--- src/rtl/wb_cmd_pkg.sv ---
// Shared types and constants for the Wishbone command master and its users.
package wb_cmd_pkg;

  // Controller states
  typedef enum logic [1:0] {
    ST_IDLE = 2'd0,
    ST_BUS  = 2'd1,
    ST_GAP  = 2'd2,
    ST_RESP = 2'd3
  } state_t;

  // Response codes
  localparam logic [1:0] RSP_OK        = 2'b00;
  localparam logic [1:0] RSP_TIMEOUT   = 2'b01;
  localparam logic [1:0] RSP_POLL_FAIL = 2'b10;

  // GPIO block register map
  localparam logic [31:0] IO_L  = 32'h300F_FFF0;
  localparam logic [31:0] IO_H  = 32'h300F_FFF4;
  localparam logic [31:0] OEB_L = 32'h300F_FFEC;
  localparam logic [31:0] OEB_H = 32'h300F_FFE8;

  // True when the masked bits of dat equal the masked bits of val
  function automatic logic poll_match(input logic [31:0] dat,
                                      input logic [31:0] mask,
                                      input logic [31:0] val);
    return ((dat ^ val) & mask) == 32'd0;
  endfunction

endpackage

--- src/rtl/wb_cmd_master_if.sv ---
// Wishbone master-side bus bundle; the master drives the request side,
// the slave returns ack and read data.
interface wb_cmd_master_if;
  logic        wbm_cyc_o;
  logic        wbm_stb_o;
  logic        wbm_we_o;
  logic [3:0]  wbm_sel_o;
  logic [31:0] wbm_adr_o;
  logic [31:0] wbm_dat_o;
  logic        wbm_ack_i;
  logic [31:0] wbm_dat_i;

  modport master (
    output wbm_cyc_o, wbm_stb_o, wbm_we_o, wbm_sel_o, wbm_adr_o, wbm_dat_o,
    input  wbm_ack_i, wbm_dat_i
  );

  modport slave (
    input  wbm_cyc_o, wbm_stb_o, wbm_we_o, wbm_sel_o, wbm_adr_o, wbm_dat_o,
    output wbm_ack_i, wbm_dat_i
  );
endinterface

--- src/rtl/wb_cmd_master.sv ---
// Command-driven Wishbone master: runs one single-beat transfer per command,
// optionally re-reading (poll mode) until a masked compare matches, and
// returns exactly one response per accepted command.
//
// state   | meaning
// --------+----------------------------------------------------------
// ST_IDLE | cmd_ready high, waiting for a command
// ST_BUS  | cyc/stb high, waiting for ack or timeout terminal count
// ST_GAP  | one idle cycle between poll reads (cyc low)
// ST_RESP | rsp_valid high, fields frozen until rsp_ready
module wb_cmd_master
  import wb_cmd_pkg::*;
#(
  parameter int TIMEOUT  = 64,   // cycles a bus cycle may stay open without ack
  parameter int POLL_MAX = 16    // read attempts in poll mode, 1..255
) (
  input  logic        wb_clk_i,
  input  logic        wb_rst_i,

  input  logic        cmd_valid,
  output logic        cmd_ready,
  input  logic        cmd_we,
  input  logic        cmd_poll,
  input  logic [31:0] cmd_adr,
  input  logic [31:0] cmd_dat,
  input  logic [3:0]  cmd_sel,
  input  logic [31:0] cmd_mask,
  input  logic [31:0] cmd_val,

  output logic        rsp_valid,
  input  logic        rsp_ready,
  output logic [31:0] rsp_dat,
  output logic [1:0]  rsp_code,
  output logic [7:0]  rsp_polls,

  wb_cmd_master_if.master wbm
);

  // Timeout is a down-counter loaded with TIMEOUT-1 on BUS entry; reaching
  // zero without ack ends the cycle after exactly TIMEOUT bus cycles.
  localparam int            TW         = (TIMEOUT > 1) ? $clog2(TIMEOUT) : 1;
  localparam logic [TW-1:0] TO_LOAD    = TW'(TIMEOUT - 1);
  localparam logic [7:0]    POLL_LIMIT = 8'(POLL_MAX);

  state_t        state;
  logic          cyc_q;
  logic          we_q;
  logic          poll_q;
  logic [3:0]    sel_q;
  logic [31:0]   adr_q;
  logic [31:0]   dat_q;
  logic [31:0]   mask_q;
  logic [31:0]   val_q;
  logic [7:0]    attempts;
  logic [TW-1:0] to_cnt;

  logic [7:0]    att_inc;
  logic          hit;

  // Attempt count after the current ack, saturating at 255
  assign att_inc = (attempts == 8'hFF) ? 8'hFF : attempts + 8'd1;
  assign hit     = poll_match(wbm.wbm_dat_i, mask_q, val_q);

  // stb always mirrors cyc: single-beat transfers only
  assign wbm.wbm_cyc_o = cyc_q;
  assign wbm.wbm_stb_o = cyc_q;
  assign wbm.wbm_we_o  = we_q;
  assign wbm.wbm_sel_o = sel_q;
  assign wbm.wbm_adr_o = adr_q;
  assign wbm.wbm_dat_o = dat_q;

  // Controller FSM with all outputs and counters registered
  always_ff @(posedge wb_clk_i or posedge wb_rst_i) begin
    if (wb_rst_i) begin
      state     <= ST_IDLE;
      cmd_ready <= 1'b0;
      cyc_q     <= 1'b0;
      we_q      <= 1'b0;
      poll_q    <= 1'b0;
      sel_q     <= 4'h0;
      adr_q     <= 32'h0;
      dat_q     <= 32'h0;
      mask_q    <= 32'h0;
      val_q     <= 32'h0;
      attempts  <= 8'h0;
      to_cnt    <= '0;
      rsp_valid <= 1'b0;
      rsp_dat   <= 32'h0;
      rsp_code  <= RSP_OK;
      rsp_polls <= 8'h0;
    end else begin
      case (state)
        ST_IDLE: begin
          cmd_ready <= 1'b1;
          if (cmd_valid && cmd_ready) begin
            cmd_ready <= 1'b0;
            we_q      <= cmd_we;
            poll_q    <= cmd_poll & ~cmd_we;
            sel_q     <= cmd_sel;
            adr_q     <= cmd_adr;
            dat_q     <= cmd_dat;
            mask_q    <= cmd_mask;
            val_q     <= cmd_val;
            attempts  <= 8'h0;
            to_cnt    <= TO_LOAD;
            rsp_dat   <= 32'h0;
            cyc_q     <= 1'b1;
            state     <= ST_BUS;
          end
        end

        ST_BUS: begin
          // ack takes priority over a simultaneous timeout terminal count
          if (wbm.wbm_ack_i) begin
            cyc_q    <= 1'b0;
            attempts <= att_inc;
            if (!we_q) rsp_dat <= wbm.wbm_dat_i;
            if (!poll_q || hit) begin
              rsp_code  <= RSP_OK;
              rsp_polls <= att_inc;
              rsp_valid <= 1'b1;
              state     <= ST_RESP;
            end else if (att_inc == POLL_LIMIT) begin
              rsp_code  <= RSP_POLL_FAIL;
              rsp_polls <= att_inc;
              rsp_valid <= 1'b1;
              state     <= ST_RESP;
            end else begin
              state <= ST_GAP;
            end
          end else if (to_cnt == '0) begin
            cyc_q     <= 1'b0;
            rsp_dat   <= 32'h0;
            rsp_code  <= RSP_TIMEOUT;
            rsp_polls <= attempts;
            rsp_valid <= 1'b1;
            state     <= ST_RESP;
          end else begin
            to_cnt <= to_cnt - 1'b1;
          end
        end

        ST_GAP: begin
          to_cnt <= TO_LOAD;
          cyc_q  <= 1'b1;
          state  <= ST_BUS;
        end

        ST_RESP: begin
          if (rsp_ready) begin
            rsp_valid <= 1'b0;
            cmd_ready <= 1'b1;
            state     <= ST_IDLE;
          end
        end

        default: begin
          cyc_q     <= 1'b0;
          cmd_ready <= 1'b0;
          rsp_valid <= 1'b0;
          state     <= ST_IDLE;
        end
      endcase
    end
  end

endmodule

--- src/flat_wrapper.sv ---
// flat-port wrapper written by rule: the top's interface ports become plain ports
module wb_cmd_master_flat import wb_cmd_pkg::*;
#(
  parameter int TIMEOUT  = 64,                                                  
  parameter int POLL_MAX = 16                                         
)
  (wb_clk_i, wb_rst_i, cmd_valid, cmd_ready, cmd_we, cmd_poll, cmd_adr, cmd_dat, cmd_sel, cmd_mask, cmd_val, rsp_valid, rsp_ready, rsp_dat, rsp_code, rsp_polls, wbm_wbm_cyc_o, wbm_wbm_stb_o, wbm_wbm_we_o, wbm_wbm_sel_o, wbm_wbm_adr_o, wbm_wbm_dat_o, wbm_wbm_ack_i, wbm_wbm_dat_i);
  wb_cmd_master_if wbm_i ();
  input  logic wb_clk_i;
  input  logic wb_rst_i;
  input  logic cmd_valid;
  output logic cmd_ready;
  input  logic cmd_we;
  input  logic cmd_poll;
  input  logic [31:0] cmd_adr;
  input  logic [31:0] cmd_dat;
  input  logic [3:0] cmd_sel;
  input  logic [31:0] cmd_mask;
  input  logic [31:0] cmd_val;
  output logic rsp_valid;
  input  logic rsp_ready;
  output logic [31:0] rsp_dat;
  output logic [1:0] rsp_code;
  output logic [7:0] rsp_polls;
  output wire logic [$bits(wbm_i.wbm_cyc_o)-1:0] wbm_wbm_cyc_o;
  output wire logic [$bits(wbm_i.wbm_stb_o)-1:0] wbm_wbm_stb_o;
  output wire logic [$bits(wbm_i.wbm_we_o)-1:0] wbm_wbm_we_o;
  output wire logic [$bits(wbm_i.wbm_sel_o)-1:0] wbm_wbm_sel_o;
  output wire logic [$bits(wbm_i.wbm_adr_o)-1:0] wbm_wbm_adr_o;
  output wire logic [$bits(wbm_i.wbm_dat_o)-1:0] wbm_wbm_dat_o;
  input wire logic [$bits(wbm_i.wbm_ack_i)-1:0] wbm_wbm_ack_i;
  input wire logic [$bits(wbm_i.wbm_dat_i)-1:0] wbm_wbm_dat_i;
  assign wbm_wbm_cyc_o = wbm_i.wbm_cyc_o;
  assign wbm_wbm_stb_o = wbm_i.wbm_stb_o;
  assign wbm_wbm_we_o = wbm_i.wbm_we_o;
  assign wbm_wbm_sel_o = wbm_i.wbm_sel_o;
  assign wbm_wbm_adr_o = wbm_i.wbm_adr_o;
  assign wbm_wbm_dat_o = wbm_i.wbm_dat_o;
  assign wbm_i.wbm_ack_i = wbm_wbm_ack_i;
  assign wbm_i.wbm_dat_i = wbm_wbm_dat_i;
  wb_cmd_master #(.TIMEOUT(TIMEOUT), .POLL_MAX(POLL_MAX)) u_core (.wb_clk_i(wb_clk_i), .wb_rst_i(wb_rst_i), .cmd_valid(cmd_valid), .cmd_ready(cmd_ready), .cmd_we(cmd_we), .cmd_poll(cmd_poll), .cmd_adr(cmd_adr), .cmd_dat(cmd_dat), .cmd_sel(cmd_sel), .cmd_mask(cmd_mask), .cmd_val(cmd_val), .rsp_valid(rsp_valid), .rsp_ready(rsp_ready), .rsp_dat(rsp_dat), .rsp_code(rsp_code), .rsp_polls(rsp_polls), .wbm(wbm_i));
endmodule
--- config.mk ---
export PLATFORM = sky130hd
export DESIGN_NAME = wb_cmd_master_flat
export DESIGN_NICKNAME = d
export VERILOG_FILES = /design/src/rtl/wb_cmd_pkg.sv /design/src/rtl/wb_cmd_master_if.sv /design/src/rtl/wb_cmd_master.sv /design/src/flat_wrapper.sv
export SDC_FILE = /design/constraint.sdc
export NUM_CORES = 1
export LEC_CHECK = 0
export ABC_AREA = 1
export CAP_MARGIN = 10
export CORE_MARGIN = 5
export CORE_UTILIZATION = 42
export CTS_CLUSTER_DIAMETER = 40
export CTS_CLUSTER_SIZE = 40
export DETAILED_ROUTE_END_ITERATION = 10
export PLACE_DENSITY = 0.75
export REMOVE_ABC_BUFFERS = 1
export SETUP_SLACK_MARGIN = 0.2
export SLEW_MARGIN = 40
export SYNTH_ARGS = -nofsm -noshare
export SYNTH_HDL_FRONTEND = slang
export SYNTH_SLANG_ARGS = --single-unit
--- constraint.sdc ---
create_clock -name wb_clk_i -period 7 [get_ports wb_clk_i]
set_clock_uncertainty 0.15 [all_clocks]
set_input_delay 1.4 -clock wb_clk_i [delete_from_list [all_inputs] [get_ports wb_clk_i]]
set_output_delay 1.4 -clock wb_clk_i [all_outputs]
set_load 0.005 [all_outputs]
* Word-level counts from Yosys, hierarchy flattened
Index checks and enable logic that the tools add are counted.
** Word-level totals
- Flip-flop bits (word level) :: 195
- Latch bits :: 0
- Memory bits (writable) :: 0
- ROM bits :: 0
- Memories :: 0
** Operators by class
- Add/subtract/negate cells :: 2
- Multiply operators :: 0
- Div/mod/pow operators :: 0
- $lt $le $gt $ge :: 0
- Equal/unequal tests :: 14
- Shift operators :: 0
- Mux-type cells :: 41
- Bitwise gates (word level) :: 4
- Reduce and logical (&&, ||, !) cells :: 20
** Operator list (count)
- 2-to-1 mux 32 bit :: 4
- one-hot mux 32 bit (2 select lines) :: 1
- 2-to-1 mux 8 bit :: 7
- AND 32 bit :: 1
- logical NOT 32 bit :: 1
- XOR 32 bit :: 1
- 2-to-1 mux 2 bit :: 9
- 2-to-1 mux 6 bit :: 3
- one-hot mux 6 bit (3 select lines) :: 1
- one-hot mux 8 bit (2 select lines) :: 1
- AND reduction 3 bit :: 4
- AND reduction 4 bit :: 3
- 2-to-1 mux 1 bit :: 11
- adder 8 x 1 -> 8 bit (second input constant) :: 1
- equality test 8 x 5 -> 1 bit (second input constant) :: 1
- equality test 8 bit (second input constant) :: 1
- != test 2 bit (second input constant) :: 4
- one-hot mux 2 bit (4 select lines) :: 1
- nonzero test 2 bit :: 4
- logical NOT 6 bit :: 1
- subtractor 6 x 1 -> 6 bit (second input constant) :: 1
- equality test 2 bit (second input constant) :: 2
- != test 4 x 2 -> 1 bit (second input constant) :: 1
- one-hot mux 1 bit (2 select lines) :: 2
- other kinds (14) :: 15

* Depth between registers and ports, before layout
Gate-level depths: netlist of the first run.
- Depth after elaboration :: 7
- Depth in mapped cells :: 14

* Worst setup path before layout of the first run
No wires, ideal clock.
- Path kind :: input -> register
- From :: input port cmd_valid
- To :: register u_core.rsp_dat[13]
- Setup time :: 126 ps
- Arrival time :: 2418 ps
- Required time :: 6724 ps
- Slack :: 4306 ps
- Stages on the path :: 6
- Buffers on the path :: 1
- Cell sequence :: nand2_1 > nand2_1 > inv_1 > nor4_4 > clkbuf_2 > o21ai_0
** On the way
- Longest elaborated chain between the ends :: 3
** Ends and longest elaborated chain
- start: declaration :: line flat_wrapper.sv:11 : input logic cmd_valid;
- logical AND 1 bit :: line wb_cmd_master.sv:95 : if (cmd_valid && cmd_ready) begin
- != test 2 x 1 -> 1 bit (no source line)
- AND reduction 4 bit (no source line)
- end signal: assignment :: line wb_cmd_master.sv:117 : if (!we_q) rsp_dat <= wbm.wbm_dat_i;
- end: declaration :: line wb_cmd_master.sv:32 : output logic [31:0] rsp_dat,
Every way passes these cells.
A chain may end at the register's enable or synchronous reset.

* Final worst setup path of the first run
- From :: input port wbm_wbm_ack_i
- To :: register u_core.rsp_dat[2]
** On the way
- Longest elaborated chain between the ends :: 2
- Elaborated cells on any way between the ends :: 5
** Ends and longest elaborated chain
- start: declaration :: line flat_wrapper.sv:31 : input wire logic [$bits(wbm_i.wbm_ack_i)-1:0] wbm_wbm_ack_i;
- != test 3 bit (no source line), or another cell as far along
- AND reduction 4 bit (no source line) / one-hot mux 32 bit (2 select lines) (equally long branches)
Parallel ways exist; a longest one is shown, timed or not.

==> results.md, run 1 <==
* Status: completed
* Total Negative Setup Slacks at 0 ps
* Worst R2R Setup Slack at 4270 ps
* Die height at 153 um
* Crit-path max FO at 50
* Final setup viols at 0
* Met1 Wirelength at 9710 um
* Post_cts resized at 0
* ANT nets after route at 0
* Cts hold-fix bufs at 0
* Synth top area share at 56.9%
* Commonest non-fill, non-tap cells in the layout: nand2_1 (490), clkdlybuf4s50_1 (285), dfrtp_1 (195)
* Critical path class: in -> reg
* Met3 routed WL at about 2200 um
* Clock Pin Slew Worst Setup and Hold Paths at about 70 ps
* Slew Limit Fails at 0
* Area growth syn-to-layout at 42.5%
* Die footprint at 23,400 um2
* Fin crit share at between 50% and 60%
* Max clock buf depth at 2
* Leak pwr at 0.00600 uW
* Arrival time at the worst endpoint at 4060 ps
* Hold WC Path Type: reg -> reg
* Worst Hold Endpoint: u_core.wbm.wbm_adr_o[2]
* Reg area at 4880 um2
* FF-to-FF path depth at 4
* TritonRoute pass-1 iters at 4
* Avg WL per Cell at 14.8 um
* Total GRT Usage at 20.6%
* FF-to-FF End: u_core.val_q[25]
* # port buffers at 285
* Via density at between 4 and 5
* H-tree depth at 4
* Synth cell types at 28
* Via count at between 7,000 and 8,000
* Ys flop type: dfrtp_1
* Sequential area share after synthesis at 56.9%
* RSZ-0062 raised after global routing: no
* Most common cell after layout, fill and taps aside: nand2_1
* Post-synth EDFFs at 0
* Mean Syn Cell Area at 7.99 um2
* I/O Pins at between 200 and 300
* Worst reg2reg path startpoint: u_core.state[1]
* Post-synthesis cell area at 8570 um2
* Layout cells sized above 1 at 3.84%
* DP HPWL at 17,200 um
* Total core area at 20,200 um2
* Placed cells at 1,592
* FILL cells at roughly 1,800
* TritonCTS clock tree: built
* Rel. slew slack at 46.8%
* First-pass GRT wire length at 38,900 um
* Final Wtd Congestion at 0.816
* Clock latency on the worst-skew pair at 450 ps
* Worst path slowest cell: clkdlybuf4s50_1
* Power, Total at 4840 uW
* NetSw at 1760 uW
* Worst setup EP type: flip-flop
* Row count at 52
* Fin nets at 1,516
* Antenna violations before repair at 0
* Synth warnings at 0
* Top layer reached by signal wires: met4
* Post-Synthesis Cells at 1,073
* Depth of the worst hold-timing path at 2
* Hold path startpoint: u_core.wbm.wbm_adr_o[2]
* Root Buffer: clkbuf_16
* Fmax at 260 MHz
* Initial core utilization at 42.5%
* Critical path's largest stage delay at around 840 ps
* Finished Core Util at 60.6%
* Largest net degree at the start of global routing at 141
* Combinational power share at between 40% and 50%
* Clock group share of total power at between 15 and 20%
* Worst Setup Start Kind: primary input
* Top cells by area, synth: dfrtp_1 (57%), nand2_1 (21%), nand3_1 (5.1%), inv_1 (5.0%), o21ai_0 (4.6%)
* TritonCTS Buffers at 17
* Worst-path cell chain: clkdlybuf4s50_1 -> inv_1 -> nand3_1 -> inv_1 -> nor4_4 -> buf_4 -> nand3_1 -> o21ai_0
* Antenna cells at 0
* Die Width at 153 um
* Gr ovfl total at 0
* Pint at approximately 3100 uW
* Minimum clock period at ~3900 ps
* Clock sinks at 195
* Switch share at 36.4%
* Detailed Route WL at approximately 24,000 um
* Setup Slack @ Placement at 2720 ps
* Initial drt markers at 386
* Final cell count without fillers at 1,624
* WL met2 at 11,700 um
* Async SR Flop Fraction at between 90% and 100%
* Multi-input gate area at 3050 um2
* Max-cap viol count at 0
* Worst slew pin tran at 798 ps
* CP required at 7210 ps
* Sequential share of power at 40.3%
* Worst vdd ir at 0.207 mV
* Vias in the first global route at 7,614
* Postcts setup bufs at 0
* DRC violations left at 0
* Final Hold Vio Count at 0
* Synth area leader: dfrtp_1
* Final Worst Setup Slack at 3150 ps
* Pwr Density at 396 nW/um2
* Synth Register Bits at between 150 and 200
==> sequential cells by signal (all words and copies together), names as in the netlist, 2 cells and up <==
| signal | flops |
|---|---|
| u_core.attempts | 8 |
| u_core.mask_q | 32 |
| u_core.rsp_code | 2 |
| u_core.rsp_dat | 32 |
| u_core.rsp_polls | 8 |
| u_core.state | 2 |
| u_core.to_cnt | 6 |
| u_core.val_q | 32 |
| u_core.wbm.wbm_adr_o | 32 |
| u_core.wbm.wbm_dat_o | 32 |
| u_core.wbm.wbm_sel_o | 4 |
==> cells by family after synthesis <==
family	Yosys count	share of synthesized area, %
buffers and inverters	160	7.52
flip-flops	195	56.9
AO/OA/AOI/OAI	92	5.52
adder cells (fa/ha/maj)	3	0.438
AND/OR/NAND/NOR	620	29.3
XOR/XNOR	3	0.307
==> power groups by stage <==
| stage | clock, uW | combinational, uW | sequential, uW |
|---|---|---|---|
| floorplan | 0 | 925 | 1940 |
| global placement | 0 | 1910 | 1950 |
| detailed placement | 0 | 1960 | 1960 |
| CTS | 977 | 1970 | 1950 |
| global route | 1030 | 2180 | 2010 |
| finish | 954 | 1940 | 1950 |
==> cells in the mapped netlist, types with 2 or more instances <==
master and n:
a21oi_1 2, buf_2 11, buf_6 3, clkbuf_1 22
clkbuf_2 3, dfrtp_1 195, ha_1 3, inv_1 115
inv_2 3, nand2_1 490, nand3_1 87, nand4_1 4
nor2_1 28, nor2_4 2, o21ai_0 78, o21ai_1 4
o22ai_1 7, or2_2 4, xor2_1 3
==> routing by layer <==
layer / vias to the layer above / GRT usage [%]
met4: 0 / 6.62
met5: - / 0
met3: 27 / 8.20
met2: 241 / 34.4
li1: 3849 / -
met1: 3592 / 24.7
==> critical path: cells and delay by family <==
kind | cells | cell delay, ps
buffers and inverters | 4 | 1680
and+or+nand+nor | 3 | 840
AOI/OAI and AO/OA | 1 | 110
==> cell type report <==
cell class | count | area share [%]
sequential | 195 | 39.9
multi-input combinational | 718 | 25.0
timing repair buffer | 291 | 23.9
inverter | 119 | 3.78
clock buffer | 17 | 3.48
tap | 270 | 2.77
clock inverter | 14 | 1.15
==> worst max path at each step <==
stage                              end  slack [ps]          start
floorplan           u_core.attempts[0]       -1810      cmd_valid
finish               u_core.rsp_dat[2]        3150  wbm_wbm_ack_i
global route        u_core.rsp_dat[30]        2890  wbm_wbm_ack_i
CTS                  u_core.rsp_dat[3]        3190  wbm_wbm_ack_i
detailed placement  u_core.rsp_dat[15]        2720  wbm_wbm_ack_i
global placement    u_core.rsp_dat[18]        2830  wbm_wbm_ack_i
==> per-stage QoR <==
| stage | hold slack (ps) | instance area [um2] |
|---|---|---|
| 6_report | 321 | 12200 |
| 5_1_grt | 337 | 12200 |
| 4_1_cts | 326 | 12200 |
| 3_5_place_dp | 308 | 11600 |
| 3_3_place_gp | 303 | 11600 |
| 2_1_floorplan | 293 | 8370 |
(Power assumes the default switching activity.)
==> inputs of run 2 (changes only) <==
CORE_UTILIZATION = 46   (was 42)
PLACE_DENSITY = 0.78   (was 0.75)
clock period = 3.76 ns   (was 7 ns; I/O delays follow)
==> results.md, run 2 (synthesis gave the netlist of run 1 again) <==
* Antenna violations before repair at 1
* # port buffers at approximately 290
* Worst hold slack at 321 ps
* Crit-path max FO at 11
* Via density at 4.81
* Clock latency on the worst-skew pair at 430 ps
* Via count at ~7,700
* Worst setup EP type: flip-flop
* WP buf/inv at 1
* Fin nets at 1,520
* Dpl cell area at 11,700 um2
* Postcts setup bufs at 0
* Commonest non-fill, non-tap cells in the layout: nand2_1 (490), clkdlybuf4s50_1 (285), dfrtp_1 (195)
* GR met1 Demand/Resource at approximately 28%
* Max-cap viol count at 0
* Critical path's largest stage delay at 430 ps
* Total core area at approximately 19,000 um2
* Final setup viols at 0
* TritonCTS Buffers at 17
* Total GRT Usage at approximately 23%
* Worst Setup Start Kind: primary input
* Arrival time at the worst endpoint at 2900 ps
* Largest net degree at the start of global routing at around 160
* Leak pwr at 0.00605 uW
* Die height at 147 um
* Worst vdd ir at 0.403 mV
* Cts hold-fix bufs at 0
* Slew Limit Fails at 0
* DRC violations left at 0
* Gr ovfl total at 0
* Layout cells sized above 1 at 4.19%
* M2 GR Usage at 38.4%
* Hold WC Path Type: reg -> reg
* Avg WL per Cell at between 15 and 20 um
* GR peak layer: met2
* Max clock buf depth at 2
* CP required at 3920 ps
* Initial drt markers at 473
* Worst slew pin tran at 717 ps
* GR Util met3 at 7.67%
* Row count at 50
* TritonRoute pass-1 iters at 5
* Pwr Density at 749 nW/um2
* Worst Setup SP: wbm_wbm_dat_i[7]
* Total Negative Setup Slacks at 0 ps
* Fin crit share at between 70% and 80%
* FILL cells at 1,567
* I/O Pins at about 290
* Finished Core Util at 66.2%
* Vias in the first global route at 7,981
* Fmax at 365 MHz
* ANT nets after route at 0
* Clock Pin Slew Worst Setup and Hold Paths at about 70 ps
* Die Width at 147 um
* Crit path max-delay family: simple AND/OR/NAND/NOR gates
* Status: completed
* RSZ-0062 raised after global routing: no
* Minimum clock period at approximately 2700 ps
* Die footprint at ~21,000 um2
* Hold path startpoint: u_core.wbm.wbm_adr_o[23]
* Critical path class: in -> reg
* Detailed Route WL at around 24,000 um
* Most common cell after layout, fill and taps aside: nand2_1
* Post_cts resized at 0
* Post-route cell area at 12,300 um2
* Worst path slowest cell: clkdlybuf4s50_1
* Worst reg2reg path startpoint: u_core.attempts[1]
* Worst-path cell chain: clkdlybuf4s50_1 -> or2_2 -> nand3_1 -> nand2_1 -> nor2_1 -> nand2_1 -> nor2_1 -> nand2_1 -> nand4_1 -> nand2_1 -> nand2_1 -> nand2_1
* H-tree depth at 4
* Area growth syn-to-layout at 43.1%
* Root Buffer: clkbuf_16
* First-pass GRT wire length at about 40,000 um
* Final Hold Vio Count at 0
* Initial core utilization at 46.3%
* Final Wtd Congestion at 0.849
* TritonCTS clock tree: built
* Antenna cells at 0
* DP HPWL at 17,500 um
* Most used cell, CP: nand2_1
* Rel. slew slack at 52.2%
* Clock sinks at between 150 and 200
## run 2: worst paths after layout
kind                            depth (start not counted)  slack [ps]                       end
worst min-delay path                                    2         320  u_core.wbm.wbm_adr_o[23]
min in group asynchronous                               2         630  u_core.wbm.wbm_dat_o[22]
worst max-delay path                                   12        1020       u_core.rsp_polls[5]
worst min register to register                          2         320  u_core.wbm.wbm_adr_o[23]
max in group asynchronous                               3        2060           u_core.val_q[4]
worst max register to register                         11        1200       u_core.rsp_polls[5]
## run 2: area by class of cell
cell class | instances | area, um2 | share of cell area, %
Clock buffer | 18 | 439 | 3.58
Clock inverter | 14 | 166 | 1.36
Inverter | 119 | 455 | 3.71
Multi-Input combinational cell | 718 | 3050 | 24.9
Sequential cell | 195 | 4880 | 39.8
Tap cell | 234 | 293 | 2.39
Timing Repair Buffer | 295 | 2980 | 24.3
## run 2: power by group
| part | total, uW | internal, uW | leakage, uW | switching (uW) |
|---|---|---|---|---|
| clock network | 1880 | 1020 | 0.000293 | 859 |
| registers | 3630 | 3060 | 0.00247 | 571 |
| logic | 3670 | 1830 | 0.00328 | 1840 |
## run 2: worst min-delay path: cells and delay by family, from the launching register on
family | cells | cell delay, ps
flops | 1 | 340
simple gates | 2 | 90
## run 2: per-layer routing
metal	vias to the layer above	wire length, um	share of wire [%]
met5	-	13	0.054
met4	2	577	2.4
met3	39	1800	7.5
met2	230	11900	49
met1	3543	9790	41
li1	3842	-	-
## run 2: metrics by stage
step	setup slack, ps	instances	power, uW
after floorplan	-4400	1032	5330
after global placement	627	1561	7230
after detailed placement	541	1561	7350
after CTS	986	1593	9280
after global routing	846	1593	9900
final	1020	1593	9180
==> inputs of run 3 (changes only) <==
clock period = 2.8 ns   (was 3.76 ns; I/O delays follow)
==> results.md, run 3 (synthesis gave the netlist of run 1 again) <==
* TritonCTS Buffers at 17
* Fin nets at 1,522
* Detailed Route WL at 24,300 um
* Final Wtd Congestion at ~0.86
* Max clock buf depth at 2
* First-pass GRT wire length at 40,100 um
* Postcts setup bufs at 0
* Final cell count without fillers at about 1,600
* DP HPWL at 17,600 um
* Worst vdd ir at 0.534 mV
* Rel. slew slack at 69.4%
* Post_cts resized at 0
* Row count at 50
* Placed cells at ~1,600
* Fin crit share at roughly 82%
* H-tree depth at 4
* Total core area at 18,500 um2
* Max-cap viol count at 0
* Leak pwr at slightly above 0.006 uW
* TritonRoute pass-1 iters at 5
* Layout cells sized above 1 at slightly above 4%
* Minimum clock period at 2280 ps
* TritonCTS clock tree: built
* RSZ-0062 raised after global routing: no
* Clock Pin Slew Worst Setup and Hold Paths at 70 ps
* Arrival time at the worst endpoint at 2450 ps
* Total GRT Usage at 23.2%
* Vias in the first global route at roughly 7,900
* Pint at 7840 uW
* Slew Limit Fails at 0
* Setup Slack @ Placement at between 50 and 60 ps
* Via count at 7,700
* Largest net degree at the start of global routing at 89
* I/O Pins at 286
* Cts hold-fix bufs at 0
* NetSw at 4330 uW
* Fmax at about 440 MHz
* CP required at between 2000 and 3000 ps
* Clock latency on the worst-skew pair at about 420 ps
* Clock group share of total power at 19.2%
* DRC violations left at 0
* Die height at 147 um
* Antenna violations before repair at 1
* Pwr Density at 993 nW/um2
* Worst Setup Start Kind: flip-flop
* Worst setup EP type: flip-flop
* # port buffers at around 290
* Worst slew pin tran at 459 ps
* Initial drt markers at ~470
* Switch share at ~36%
* Most common cell after layout, fill and taps aside: nand2_1
* Area growth syn-to-layout at 43.0%
* Hold WC Path Type: reg -> reg
* Final Hold Vio Count at 0
* Status: completed
* Final Worst Setup Slack at 517 ps
* ANT nets after route at 0
* Sequential share of power at 40.1%
* Commonest non-fill, non-tap cells in the layout: nand2_1 (490), clkdlybuf4s50_1 (285), dfrtp_1 (195)
* Die footprint at 21,500 um2
* Via density at 4.83
* Crit-path max FO at 11
* Post-route cell area at 12,300 um2
* Initial core utilization at 46.3%
* FILL cells at 1,525
* Combinational power share at 40.6%
* Avg WL per Cell at about 15 um
* Root Buffer: clkbuf_16
* Power, Total at 12,200 uW
* Critical path class: reg -> reg
* Final setup viols at 0
* Antenna cells at 0
* Clock sinks at about 200
* Die Width at 147 um
* Total Negative Setup Slacks at 0 ps
* Gr ovfl total at 0
* Dpl cell area at 11,700 um2
run 3: cell types whose count changed in the layout (fill, tap and decap cells not counted), sizes merged:
| cell | before | now |
|---|---|---|
| inv | 123 | 120 |
| clkinv | 6 | 4 |
| buf | 10 | 12 |
| clkinvlp | 2 | 4 |
| bufinv | 2 | 1 |
| clkbuf | 18 | 22 |
run 3: layout make-up:
| cell class | count | area, um2 | area share (%) |
|---|---|---|---|
| Clock inverter | 10 | 100 | 0.817 |
| Clock buffer | 22 | 454 | 3.71 |
| Inverter | 119 | 455 | 3.72 |
| Sequential cell | 195 | 4880 | 39.8 |
| Timing Repair Buffer | 297 | 3020 | 24.6 |
| Tap cell | 234 | 293 | 2.39 |
| Multi-Input combinational cell | 718 | 3050 | 24.9 |
run 3: through the flow:
step	hold slack, ps	utilization (%)
6_report	322	66.2
5_1_grt	335	66.2
4_1_cts	325	66.2
3_5_place_dp	307	63.2
3_3_place_gp	302	63.2
2_1_floorplan	293	-
run 3: critical path, stage by stage, from the launching register on:
cell and delay [ps]:
dfrtp_1 460, inv_1 140, nor2_4 190, clkinv_1 290, nor2_1 220, nor2_1 80, inv_2 170, nand2_1 270
nand2_1 140, nand2_1 60
run 3: layer usage:
| metal | up-vias | routed length [um] | track usage [%] |
|---|---|---|---|
| met2 | 260 | 11900 | 38.9 |
| li1 | 3851 | - | - |
| met3 | 40 | 2120 | 8.19 |
| met5 | - | 13 | 0 |
| met1 | 3547 | 9710 | 27.8 |
| met4 | 2 | 557 | 7.95 |
run 3: power groups by stage:
| stage | combinational (uW) | sequential [uW] | clock (uW) |
|---|---|---|---|
| 4_1_cts | 5030 | 4880 | 2390 |
| 5_1_grt | 5570 | 5060 | 2530 |
| 3_5_place_dp | 4990 | 4910 | 0 |
| 2_1_floorplan | 2310 | 4850 | 0 |
| 6_report | 4940 | 4890 | 2340 |
| 3_3_place_gp | 4860 | 4860 | 0 |
run 3: final timing paths:
check | slack (ps) | endpoint | startpoint | cells past startpoint
worst min-delay path | 320 | u_core.wbm.wbm_adr_o[29] | u_core.wbm.wbm_adr_o[29] | 2
min in group asynchronous | 390 | u_core.wbm.wbm_adr_o[4] | wb_rst_i | 2
worst min register to register | 320 | u_core.wbm.wbm_adr_o[29] | u_core.wbm.wbm_adr_o[29] | 2
worst max register to register | 520 | u_core.rsp_polls[3] | u_core.state[0] | 9
max in group asynchronous | 1430 | u_core.rsp_polls[7] | wb_rst_i | 3
worst max-delay path | 520 | u_core.rsp_polls[3] | u_core.state[0] | 9
==> variant (config.mk and constraints of run 1) <==
`TIMEOUT` is set to 64 in 2 places; all go to 32.
--- a/src/rtl/wb_cmd_master.sv
+++ b/src/rtl/wb_cmd_master.sv
@@ -12,5 +12,5 @@
   import wb_cmd_pkg::*;
 #(
-  parameter int TIMEOUT  = 64,   // cycles a bus cycle may stay open without ack
+  parameter int TIMEOUT  = 32,   // cycles a bus cycle may stay open without ack
   parameter int POLL_MAX = 16    // read attempts in poll mode, 1..255
 ) (
--- a/src/flat_wrapper.sv
+++ b/src/flat_wrapper.sv
@@ -2,5 +2,5 @@
 module wb_cmd_master_flat import wb_cmd_pkg::*;
 #(
-  parameter int TIMEOUT  = 64,                                                  
+  parameter int TIMEOUT  = 32,                                                  
   parameter int POLL_MAX = 16                                         
 )
Check against the original RTL: same outputs for any inputs over 4 cycles, from zero or initial values and one cycle with wb_rst_i high; that may be too few to reach the edited logic, so the function may still have changed.
==> variant against run 1 <==
Worst setup slack improved by 250 ps; sequential cell count is 1 lower; synthesized cell count shrank 0.56%; final cell count fell by 0.37%; global-route usage grew 0.32 points; area after synthesis is 0.10% lower; die area about the same; power shrank 0.11%; wire length grew 0.36%; final area is 0.50% higher; critical path type unchanged; critical endpoint is now u_core.rsp_dat[10].
==> variant: results (changes against run 1) <==
The detailed-routing iteration count for the pre-antenna-repair pass was 5 (+1). The run finished with clean final reports. The via total after detailed routing came out at 7614 (-1.2%).

The estimated wirelength of the detail-placed design was 17620 um (+2.7%); the number of library cell types mapped by synthesis was 34 (+21%). The largest net degree at the start of global routing was 142 (+0.71%). For the number of global-route vias before repair, the log shows 7717 (+1.4%). In this run the most critical hold path is launched from u_core.wbm.wbm_dat_o[8].

The wire length reported by the detailed router was 24160 um (+0.36%). The transition time at the pin with the least slew margin works out to 699.0 ps (-98.80 ps). For the worst hold margin, the log shows 318.9 ps (-2.148 ps). The worst hold path terminates at u_core.wbm.wbm_dat_o[8].

Layout cell share with drive strength beyond 1: 4.822% (+0.98 points). The wire length of the first global-routing pass is 39680 um (+2.0%), and the post-place setup slack is 2969 ps (+244.2 ps). By area the synthesized netlist is led by dfrtp_1, nand2_1, inv_1, nand3_1, o21ai_0.

The number of nets in the layout was 1510 (-0.40%); the largest fanout on the critical path was 64 (+28%). The worst voltage drop across the vdd grid was 0.1903 mV (-8.3%); the reported leakage power was 5.985 nW (-0.28%). The run gives 2 (+2) as the initial antenna violation count. The tools report the worst-skew pair later-pin latency as 420 ps (-30 ps). The tools report the initial detailed-routing violation count as 341 (-12%). The worst register-to-register path ends at u_core.val_q[31]. Ranked by instance count, the synthesized netlist is headed by nand2_1, dfrtp_1, inv_1, nand3_1, o21ai_0. The tools report the total global-route track usage as 20.97% (+0.32 points).
## variant: cell types whose count changed after synthesis, moves of 4 or more
cell | before | now
buf_2 | 11 | 3
nand2_2 | 0 | 4
nand3_1 | 87 | 83
nor2_2 | 1 | 5
clkbuf_1 | 22 | 33
nand2_1 | 490 | 470
## variant: kinds of logic (layout without fill, tap and decap cells)
logic type | Yosys count | count (layout) | synth area share [%]
buffers and inverters | 166 | 447 | 7.583
DFF | 194 | 194 | 56.69
AOI/OAI and AO/OA | 98 | 98 | 6.122
adders and majority gates | 3 | 3 | 0.4384
and+or+nand+nor | 605 | 605 | 29.06
xor gates and xnor gates | 1 | 1 | 0.1023
## variant: worst max-delay path by stage
stage                  start            endpoint  slack, ps
6_report       wbm_wbm_ack_i  u_core.rsp_dat[10]       3400
5_1_grt        wbm_wbm_ack_i   u_core.rsp_dat[0]       3270
4_1_cts        wbm_wbm_ack_i  u_core.rsp_dat[22]       3410
3_5_place_dp   wbm_wbm_ack_i  u_core.rsp_dat[22]       2970
3_3_place_gp   wbm_wbm_ack_i  u_core.rsp_dat[26]       2710
2_1_floorplan      cmd_valid  u_core.rsp_dat[13]      -3880
## variant: report_power, final
group	switching [mW]	internal [mW]
sequential	0.300	1.63
combinational	0.954	0.970
clock	0.430	0.549
total	1.68	3.15
## variant: per-stage QoR
step,TNS [ps],instances
3_5_place_dp,0,1586
6_report,0,1618
2_1_floorplan,-427430,1023
4_1_cts,0,1617
5_1_grt,0,1618
3_3_place_gp,0,1584
## variant: final cells by class
class | count | area [sq um]
fillers | 1751 | 7891
flip-flops and latches | 194 | 4855
multi-input cells | 707 | 3065
repair buffers | 294 | 2963
inverters | 122 | 473.0
clock buffers | 21 | 460.4
well taps | 270 | 337.8
clock inverters | 10 | 123.9
## variant: critical path: cells and delay by family
kind	cells	cell delay, ps
and+or+nand+nor	2	550
buffers and inverters	4	1570
AOI/OAI and AO/OA	2	160
## variant: routing by layer
metal / vias up / track usage (%) / wire length, um / share of wire, %
met4: 2 / 8.104 / 718 / 3.0
met2: 251 / 34.98 / 11800 / 49
met3: 46 / 7.981 / 2145 / 8.9
met5: - / 0 / 7 / 0.029
li1: 3820 / - / - / -
met1: 3495 / 24.59 / 9492 / 39
